[src/rtl/arb_pkg.sv]
// Shared defaults and FSM state encoding for the round-robin arbiter.
package arb_pkg;
    localparam int N_DEF        = 8;
    localparam int IDX_W_DEF    = 3;
    localparam int MAX_HOLD_DEF = 16;
    localparam int HOLD_W       = 8;

    typedef enum logic {
        ST_IDLE = 1'b0,
        ST_BUSY = 1'b1
    } arb_state_e;
endpackage

[src/rtl/onehot_enc8.sv]
// One-hot to binary encoder; idx is 0 and valid is low for an all-zero input.
module onehot_enc8
    import arb_pkg::*;
#(
    parameter int N     = N_DEF,
    parameter int IDX_W = IDX_W_DEF
) (
    input  logic [N-1:0]     onehot,
    output logic [IDX_W-1:0] idx,
    output logic             valid
);
    always_comb begin
        idx = '0;
        for (int i = 0; i < N; i++) begin
            if (onehot[i]) begin
                idx = idx | IDX_W'(i);
            end
        end
    end

    assign valid = |onehot;
endmodule

[src/rtl/arbiter_rr8.sv]
// Round-robin arbiter with release on done / request drop and a forced
// release (timeout pulse) after MAX_HOLD granted cycles.
module arbiter_rr8
    import arb_pkg::*;
#(
    parameter int N        = N_DEF,
    parameter int IDX_W    = IDX_W_DEF,
    parameter int MAX_HOLD = MAX_HOLD_DEF
) (
    input  logic             clk,
    input  logic             rst,
    input  logic [N-1:0]     req,
    input  logic             done,
    output logic [N-1:0]     gnt,
    output logic [IDX_W-1:0] gnt_idx,
    output logic             gnt_valid,
    output logic             timeout,
    output arb_state_e       dbg_state
);
    // Handshake: a requester holds req high until served; gnt is the
    // registered acknowledge and stays fixed until the owner pulses done,
    // drops its req, or the hold limit forces a release.
    localparam logic [N-1:0] GNT_ONE = {{(N-1){1'b0}}, 1'b1};

    arb_state_e        state_q, state_d;
    logic [N-1:0]      gnt_q, gnt_d;
    logic [IDX_W-1:0]  ptr_q, ptr_d;
    logic [HOLD_W-1:0] hold_q, hold_d;
    logic              timeout_q, timeout_d;

    logic              win_found;
    logic [IDX_W-1:0]  win_idx;
    logic [IDX_W-1:0]  cand_idx;
    logic              rel_normal;
    logic              hold_max;

    // Search starts one past the last winner and wraps modulo N.
    always_comb begin
        win_found = 1'b0;
        win_idx   = '0;
        cand_idx  = '0;
        for (int k = 1; k <= N; k++) begin
            cand_idx = IDX_W'((int'(ptr_q) + k) % N);
            if (!win_found && req[cand_idx]) begin
                win_found = 1'b1;
                win_idx   = cand_idx;
            end
        end
    end

    assign rel_normal = done || !(|(gnt_q & req));
    assign hold_max   = (hold_q == HOLD_W'(MAX_HOLD - 1));

    always_ff @(posedge clk) begin
        if (rst) begin
            state_q   <= ST_IDLE;
            gnt_q     <= '0;
            ptr_q     <= IDX_W'(N - 1);
            hold_q    <= '0;
            timeout_q <= 1'b0;
        end else begin
            state_q   <= state_d;
            gnt_q     <= gnt_d;
            ptr_q     <= ptr_d;
            hold_q    <= hold_d;
            timeout_q <= timeout_d;
        end
    end

    always_comb begin
        state_d = state_q;
        case (state_q)
            ST_IDLE: if (win_found) state_d = ST_BUSY;
            ST_BUSY: if (rel_normal || hold_max) state_d = ST_IDLE;
            default: state_d = ST_IDLE;
        endcase
    end

    // A normal release wins over the hold limit, so timeout only fires
    // when the owner neither finished nor withdrew.
    always_comb begin
        gnt_d     = gnt_q;
        ptr_d     = ptr_q;
        hold_d    = hold_q;
        timeout_d = 1'b0;
        case (state_q)
            ST_IDLE: begin
                gnt_d = '0;
                if (win_found) begin
                    gnt_d  = GNT_ONE << win_idx;
                    ptr_d  = win_idx;
                    hold_d = '0;
                end
            end
            ST_BUSY: begin
                if (rel_normal) begin
                    gnt_d  = '0;
                    hold_d = '0;
                end else if (hold_max) begin
                    gnt_d     = '0;
                    hold_d    = '0;
                    timeout_d = 1'b1;
                end else begin
                    hold_d = hold_q + HOLD_W'(1);
                end
            end
            default: gnt_d = '0;
        endcase
    end

    onehot_enc8 #(.N(N), .IDX_W(IDX_W)) u_enc (
        .onehot (gnt_q),
        .idx    (gnt_idx),
        .valid  (gnt_valid)
    );

    assign gnt       = gnt_q;
    assign timeout   = timeout_q;
    assign dbg_state = state_q;
endmodule

[config.mk]
export PLATFORM = sky130hd
export DESIGN_NAME = arbiter_rr8
export DESIGN_NICKNAME = d
export VERILOG_FILES = /design/src/rtl/arb_pkg.sv /design/src/rtl/onehot_enc8.sv /design/src/rtl/arbiter_rr8.sv
export SDC_FILE = /design/constraint.sdc
export NUM_CORES = 1
export LEC_CHECK = 0
export CAP_MARGIN = 20
export CORE_UTILIZATION = 55
export DETAILED_ROUTE_END_ITERATION = 7
export PLACE_DENSITY = 0.85
export SETUP_SLACK_MARGIN = 0.05
export SYNTH_ARGS = -nofsm -noshare
export SYNTH_HDL_FRONTEND = slang
export SYNTH_SLANG_ARGS = --single-unit
[constraint.sdc]
create_clock -name clk -period 4.2 [get_ports clk]
set_clock_uncertainty 0.05 [all_clocks]
set_input_delay 1.26 -clock clk [delete_from_list [all_inputs] [get_ports clk]]
set_output_delay 1.26 -clock clk [all_outputs]
set_load 0.01 [all_outputs]
==> flow_summary.yaml, run 1 <==
logic_synthesis:
  synth_edf_count: 0
  synth_compound_area_share_pct: 24.35
  ys_seq_elements: 21
  async_flop_share_pct: 0
  avgSynthCellArea_um2: 8.926
  synth-main-ff-cell: "dfxtp_1"
  synthSimpleGateAreaFrac_pct: 23.26
  synth_adder_area_share_pct: 1.813
  synth_xor_area_share_pct: 4.532
  yosys-mux-area-fraction_pct: 21.21
  synth.net_count: 246
  synthesis.instances: 232
  synth_seq_area_share_pct: 20.30
  synth_top_family_by_area: "compound AO/OA/AOI/OAI gates"
  syn_area_mm2: 0.002071
  synthDistinctLibCells: 63
  ys_warn_count: 0
final_layout:
  fin_nets: 274
  multi_input_area_mm2: 0.001556
  fillers: 269
  postLayoutCoreUtil_pct: 69.95
  area_growth_pct: 17.16
  design_area_mm2: 0.002426
  instances_no_fill: 305
  drive_gt1_share_pct: 19.31
  diodes: 0
  seqCellArea_um2: 420.4
setup_path:
  slowest_delay_ns: 0.64
  worstRegToRegCells: 10
  required_ns: 4.35
  startpoint_type: "primary input"
  reg2reg_slack_ns: 0.93
  crit_path_max_fanout: 8
  worstPathCellList: "clkdlybuf4s50_1, mux4_2, mux2i_4, nand2_1, nand4b_1, a32oi_2, o31ai_4, nor2_1, a22o_1"
  cp_slowest_cell: "mux4_2"
  cp.arrival_ns: 4.07
  critPathCaptureType: "flip-flop"
  r2r-end: "gnt[6]$_SDFFE_PP0P_"
  rr_startpoint: "ptr_q[0]$_SDFFE_PP1P_"
  crit_type: "in2reg"
cts:
  clockBufferDepth: 2
  cts-root-buf: "clkbuf_8"
  post_cts_buffers: 0
  cts_tree: "done"
  clock_sinks: 21
  postCtsResizedCells: 0
  hold_buffers: 0
  clkLatencyLatePin_ns: 0.26
  clkTransAtPathRegs_ns: 0.07
  numCtsBuffers: 3
  htreeDepth: 1
sta:
  finalHoldViolations: 0
  worst_pin_slew_ns: 0.5466
  rsz0062_at_grt: "false"
  period_share_pct: 93.49
  setup_viol: 0
  worst_slack_ns: 0.2736
  slew_headroom_pct: 63.38
  fin_crit_ns: 3.926
  holdWs_ns: 0.4427
  slew_violations: 0
  setup_tns_ns: 0
  fmaxAchievable_mhz: 254.7
flow_run:
  maxCapViolations: 0
drt:
  wl_per_cell_um: 17.69
  drt_iter0_drc: 306
  route.detailed.drc: 0
  firstDrtPassIters: 5
  viasPerCell: 6.580
  antenna_left: 0
  vias: 2007
  wl_mm: 5.394
floorplan:
  fp.dieArea_mm2: 0.004014
  row_count: 21
  core_region_area_mm2: 0.003468
  io_pins: 25
  initial_core_util_pct: 59.70
  dieHeight_um: 63.36
  die_width_um: 63.36
grt:
  grt_usage_pct: 28.53
  grt_pass1_vias: 1962
  grt_use_met3_pct: 3.986
  grt_use_met2_pct: 46.54
  grt.busiest_layer: "met2"
  grt_max_degree: 19
  overflow: 0
  grt_pass1_wl_mm: 9.252
  antenna_found_initial: 0
  met1_usage_pct: 37.02
power_and_ir_drop:
  p_per_area_mw_per_mm2: 923.1
  p_total_mw: 2.239
  leakagePower_nw: 0.9031
  ir_drop_v: 0.0006048
hold_path:
  holdPathStages: 2
  whs_endpoint: "gnt[4]$_SDFFE_PP0P_"
  min_path_type: "reg2reg"
  hold_start: "gnt[4]$_SDFFE_PP0P_"
placed_design:
  pre_cts_ws_ns: 0.1677
  dp_cells: 301
  place_area_mm2: 0.002380
  port_buffers: 24
  hpwl_mm: 4.067
  gp_congestion: 0.9607
outcome:
  status: "finished clean"
[synth_stat cells (3+ instances only)]
cell type / count / area share [%]
nand3_1: 10 / 2.4
o211ai_1: 4 / 1.5
a22o_1: 6 / 2.5
a22oi_1: 4 / 1.5
o21ai_0: 3 / 0.72
inv_1: 9 / 1.6
mux2_2: 6 / 3.3
a211oi_1: 3 / 1.1
or4_1: 3 / 1.1
nor2_1: 20 / 3.6
dfxtp_1: 21 / 20
a21oi_1: 8 / 1.9
nor2b_1: 4 / 1.2
xnor2_1: 3 / 1.3
nand2b_1: 6 / 1.8
mux2i_4: 4 / 4.4
nand2_1: 29 / 5.3
ha_1: 3 / 1.8
and3_1: 3 / 0.91
buf_2: 3 / 0.72
xor2_1: 4 / 1.7
mux2i_1: 9 / 4.4
clkbuf_1: 3 / 0.54
o21ai_1: 6 / 1.5
o22ai_1: 4 / 1.2
mux4_2: 8 / 8.7
[sequential cells by signal (all words and copies together), names as in the netlist]
name / cells
gnt: 8
timeout: 1
hold_q: 8
ptr_q: 3
dbg_state: 1
[critical path, delay by kind of cell]
kind / cells / cell delay, ns
and+or+nand+nor: 3 / 0.65
buffers and inverters: 1 / 0.55
muxes: 2 / 0.95
AOI/OAI and AO/OA: 3 / 0.66
[final cells by class]
type	instances	area share [%]
clock buffers	3	1.702
clock inverters	1	0.2063
inverters	10	1.547
multi-input cells	191	64.16
flip-flops and latches	21	17.33
well taps	46	2.372
repair buffers	33	12.69
[metal layers]
layer  vias up  part of all wire [%]  wire length (µm)
met4         0                   2.9               155
met5         -                     0                 0
li1        927                     -                 -
met3        20                   5.8               312
met1       967                    44              2354
met2        93                    48              2571
[how the worst max path moves through the flow]
stage / start / endpoint / slack (ns) / cells after the start
2_1_floorplan: ptr_q[1]$_SDFFE_PP1P_ / gnt[2]$_SDFFE_PP0P_ / 0.90 / 12
6_report: req[7] / gnt[6]$_SDFFE_PP0P_ / 0.27 / 9
3_5_place_dp: req[5] / gnt[6]$_SDFFE_PP0P_ / 0.17 / 9
4_1_cts: req[7] / gnt[6]$_SDFFE_PP0P_ / 0.37 / 9
3_3_place_gp: req[5] / gnt[6]$_SDFFE_PP0P_ / 0.19 / 9
5_1_grt: req[7] / gnt[6]$_SDFFE_PP0P_ / 0.24 / 9
[placed cells by master (no fill, tap or decap), types with 4 or more instances in the layout]
cell             instances
nand2b_1                 6
dfxtp_1                 21
clkdlybuf4s50_1         24
o21ai_1                  6
mux2i_1                  9
nor2_1                  20
inv_1                    9
nor2b_1                  4
a22oi_1                  4
xor2_1                   4
o211ai_1                 4
nand3_1                 10
buf_4                    9
o22ai_1                  4
a21oi_1                  8
nand2_1                 29
a22o_1                   6
mux2_2                   6
mux4_2                   8
mux2i_4                  4
[power by group]
part / switching [mW] / leakage (nW) / internal, mW
Combinational: 1.02 / 0.707 / 0.795
Sequential: 0.0532 / 0.171 / 0.238
Clock: 0.0637 / 0.0255 / 0.0659
[cell families after synthesis]
group	count (synthesis)
AND/OR/NAND/NOR	91
AO/OA/AOI/OAI	60
multiplexers	28
flip-flops	21
buffers and inverters	20
XOR/XNOR	9
adder cells (fa/ha/maj)	3
Note: power is estimated with default switching activity, not from simulation.
==> inputs of run 2 (changes only) <==
--- a/config.mk
+++ b/config.mk
@@ -5,11 +5,12 @@
 export SDC_FILE = /design/constraint.sdc
 export NUM_CORES = 1
 export LEC_CHECK = 0
-export CAP_MARGIN = 20
+export CAP_MARGIN = 0
 export CORE_UTILIZATION = 55
 export DETAILED_ROUTE_END_ITERATION = 7
-export PLACE_DENSITY = 0.85
+export PLACE_DENSITY = 0.86
 export SETUP_SLACK_MARGIN = 0.05
 export SYNTH_ARGS = -nofsm -noshare
 export SYNTH_HDL_FRONTEND = slang
+export SYNTH_HIERARCHICAL = 1
 export SYNTH_SLANG_ARGS = --single-unit
==> constraint.sdc (replaced) <==
create_clock -name clk -period 4.2 [get_ports clk]
set_clock_uncertainty 0.05 [all_clocks]
set_input_delay 1.26 -clock clk [delete_from_list [all_inputs] [get_ports clk]]
set_output_delay 1.26 -clock clk [all_outputs]
set_load 0.005 [all_outputs]
==> run 2 against run 1 <==
Effect of this change: sequential power about the same; routed wire length down 4.0%; clock power down 30%; worst hold slack better by 0.025 ns; area after synthesis down 6.8%; cell area down 4.5%; cell count down 2.6%; die area down 6.6%; synthesized cell count down 6.5%; largest power group unchanged.
==> flow_summary.yaml, run 2 <==
sta:
  setup_tns_ns: 0
  fmaxAchievable_mhz: 260.9
  fin_crit_ns: 3.833
  period_share_pct: 91.26
  rsz0062_at_grt: "false"
  finalHoldViolations: 0
  worst_pin_slew_ns: 0.5879
  setup_viol: 0
  slew_headroom_pct: 60.80
  slew_violations: 0
placed_design:
  hpwl_mm: 4.080
  gp_congestion: 0.9283
  port_buffers: 24
  dp_cells: 293
  place_area_mm2: 0.002291
drt:
  viasPerCell: 6.485
  firstDrtPassIters: 5
  antenna_left: 0
  vias: 1926
  wl_mm: 5.180
  wl_per_cell_um: 17.44
  drt_iter0_drc: 126
  route.detailed.drc: 0
logic_synthesis:
  synth_seq_area_share_pct: 21.79
  synth_common_cells: "21 x dfxtp_1, 19 x nand2_1, 19 x nor2_1"
  synth-main-ff-cell: "dfxtp_1"
  synthDistinctLibCells: 58
  synth_top_area_cell: "dfxtp_1"
  synthTopCellsByArea: "dfxtp_1 22%, mux4_2 8.2%, mux2i_1 7.3%"
  ys_seq_elements: 21
  async_flop_share_pct: 0
  synthesis.instances: 217
  ys_warn_count: 6
  syn_area_mm2: 0.001929
  synth.net_count: 231
  synth_edf_count: 0
  yosysMostFrequentCell: "dfxtp_1"
  yosysTopAreaCellShare_pct: 21.79
  avgSynthCellArea_um2: 8.891
floorplan:
  fp.dieArea_mm2: 0.003749
  core_region_area_mm2: 0.003337
  initial_core_util_pct: 57.82
  die_width_um: 61.23
  row_count: 21
  dieHeight_um: 61.23
  io_pins: 25
setup_path:
  worstPathCellList: "clkdlybuf4s50_1, buf_4, mux2_2, mux2i_1, a221o_1, nand4_2, or4_1, a21o_1, a211o_1"
  cp_slowest_cell: "clkdlybuf4s50_1"
  startpoint_type: "primary input"
  rr_startpoint: "ptr_q[0]$_SDFFE_PP1P_"
  r2r-end: "gnt[3]$_SDFFE_PP0P_"
  crit_type: "in2reg"
  worstRegToRegCells: 11
  slowest_delay_ns: 0.57
  cp.arrival_ns: 3.98
  required_ns: 4.35
  crit_path_max_fanout: 6
  reg2reg_slack_ns: 0.55
  critPathCaptureType: "flip-flop"
final_layout:
  final_common_cell: "clkdlybuf4s50_1"
  final_cell_mix: "24 x clkdlybuf4s50_1, 21 x dfxtp_1, 19 x nand2_1, 19 x nor2_1, 16 x buf_4"
  multi_input_area_mm2: 0.001430
  fillers: 290
  instances_no_fill: 297
  drive_gt1_share_pct: 20.32
  area_growth_pct: 20.10
  fin_nets: 266
  diodes: 0
  design_area_mm2: 0.002317
  seqCellArea_um2: 420.4
power_and_ir_drop:
  internal_power_mw: 1.022
  leakagePower_nw: 0.8805
  clkPwrFrac_pct: 4.7
  p_per_area_mw_per_mm2: 843.5
  switching_power_mw: 0.9324
  ir_drop_v: 0.0006180
  p_sw_share_pct: 47.70
  seqPwrFrac_pct: 14.8
  power_frac_comb_pct: 80.6
cts:
  htreeDepth: 1
  hold_buffers: 0
  cts-root-buf: "clkbuf_4"
  clkTransAtPathRegs_ns: 0.11
  cts_tree: "done"
  clockBufferDepth: 2
  numCtsBuffers: 3
  clkLatencyLatePin_ns: 0.29
  post_cts_buffers: 0
  postCtsResizedCells: 0
  clock_sinks: 21
grt:
  grt_max_degree: 31
  overflow: 0
  grt_usage_pct: 29.78
  grt_pass1_wl_mm: 8.293
  grt_pass1_vias: 1809
  antenna_found_initial: 0
outcome:
  status: "finished clean"
hold_path:
  min_path_type: "reg2reg"
  hold_start: "hold_q[2]$_SDFFE_PP0P_"
  holdPathStages: 2
  whs_endpoint: "hold_q[2]$_SDFFE_PP0P_"
flow_run:
  maxCapViolations: 0
run 2: changes by cell type after synthesis, moves of 4 or more:
cell      previous run  this run
nand2_1             29        19
a22o_1               6         2
o21ai_0              3        11
a32o_1               1         9
mux2i_4              4         0
nand2b_1             6         1
inv_1                9         4
nor3_1               0         5
o21ai_1              6         1
o22ai_1              4         0
mux2i_1              9        14
run 2: power by group through the flow:
stage               Sequential, mW  Combinational (mW)  Clock [mW]
global placement             0.291                1.53           0
detailed placement           0.293                1.56           0
floorplan                    0.277                1.12           0
global route                 0.295                1.71       0.101
finish                       0.289                1.57      0.0915
CTS                          0.288                1.56      0.0950
run 2: final cells by class:
class                   instances  area share, %
clock buffers                   4          1.134
inverters                       6         0.9719
multi-input cells             180          61.72
flip-flops and latches         21          18.14
well taps                      46          2.484
repair buffers                 40          15.55
run 2: layer usage:
layer / part of all wire, % / global-route usage, %
met1: 42 / 37.81
met2: 48 / 49.38
met3: 6.5 / 2.941
met4: 3.4 / 16.88
met5: 0 / 0
run 2: how the worst max path moves through the flow:
stage / end / from / depth (start not counted)
2_1_floorplan: ptr_q[1]$_SDFFE_PP1P_ / req[2] / 7
3_3_place_gp: ptr_q[1]$_SDFFE_PP1P_ / req[6] / 7
3_5_place_dp: ptr_q[1]$_SDFFE_PP1P_ / req[0] / 8
4_1_cts: ptr_q[1]$_SDFFE_PP1P_ / req[6] / 8
5_1_grt: gnt[3]$_SDFFE_PP0P_ / req[6] / 8
6_report: ptr_q[1]$_SDFFE_PP1P_ / req[6] / 9
run 2: cell families after synthesis:
family | Yosys count | synth area share, %
AOI/OAI and AO/OA | 61 | 24.84
and+or+nand+nor | 77 | 21.01
buffers and inverters | 16 | 4.085
DFF | 21 | 21.79
muxes | 30 | 20.69
adders and majority gates | 3 | 1.946
xor gates and xnor gates | 9 | 5.642
run 2: through the flow:
stage               hold WS, ns  worst slack (ns)  utilization, %  power [mW]
finish                   0.4676            0.3670           69.44       1.955
global route             0.5127            0.1589           69.44       2.103
CTS                      0.4631            0.3954           69.44       1.946
detailed placement       0.4515           0.08423           68.65       1.849
global placement         0.4350            0.1533           68.65       1.825
floorplan                0.4207            0.8056               -       1.392
run 2: critical path: cells and delay by family:
family | cells | cell delay [ns]
AO/OA/AOI/OAI | 3 | 0.76
buffers and inverters | 2 | 0.80
multiplexers | 2 | 0.48
AND/OR/NAND/NOR | 2 | 0.68
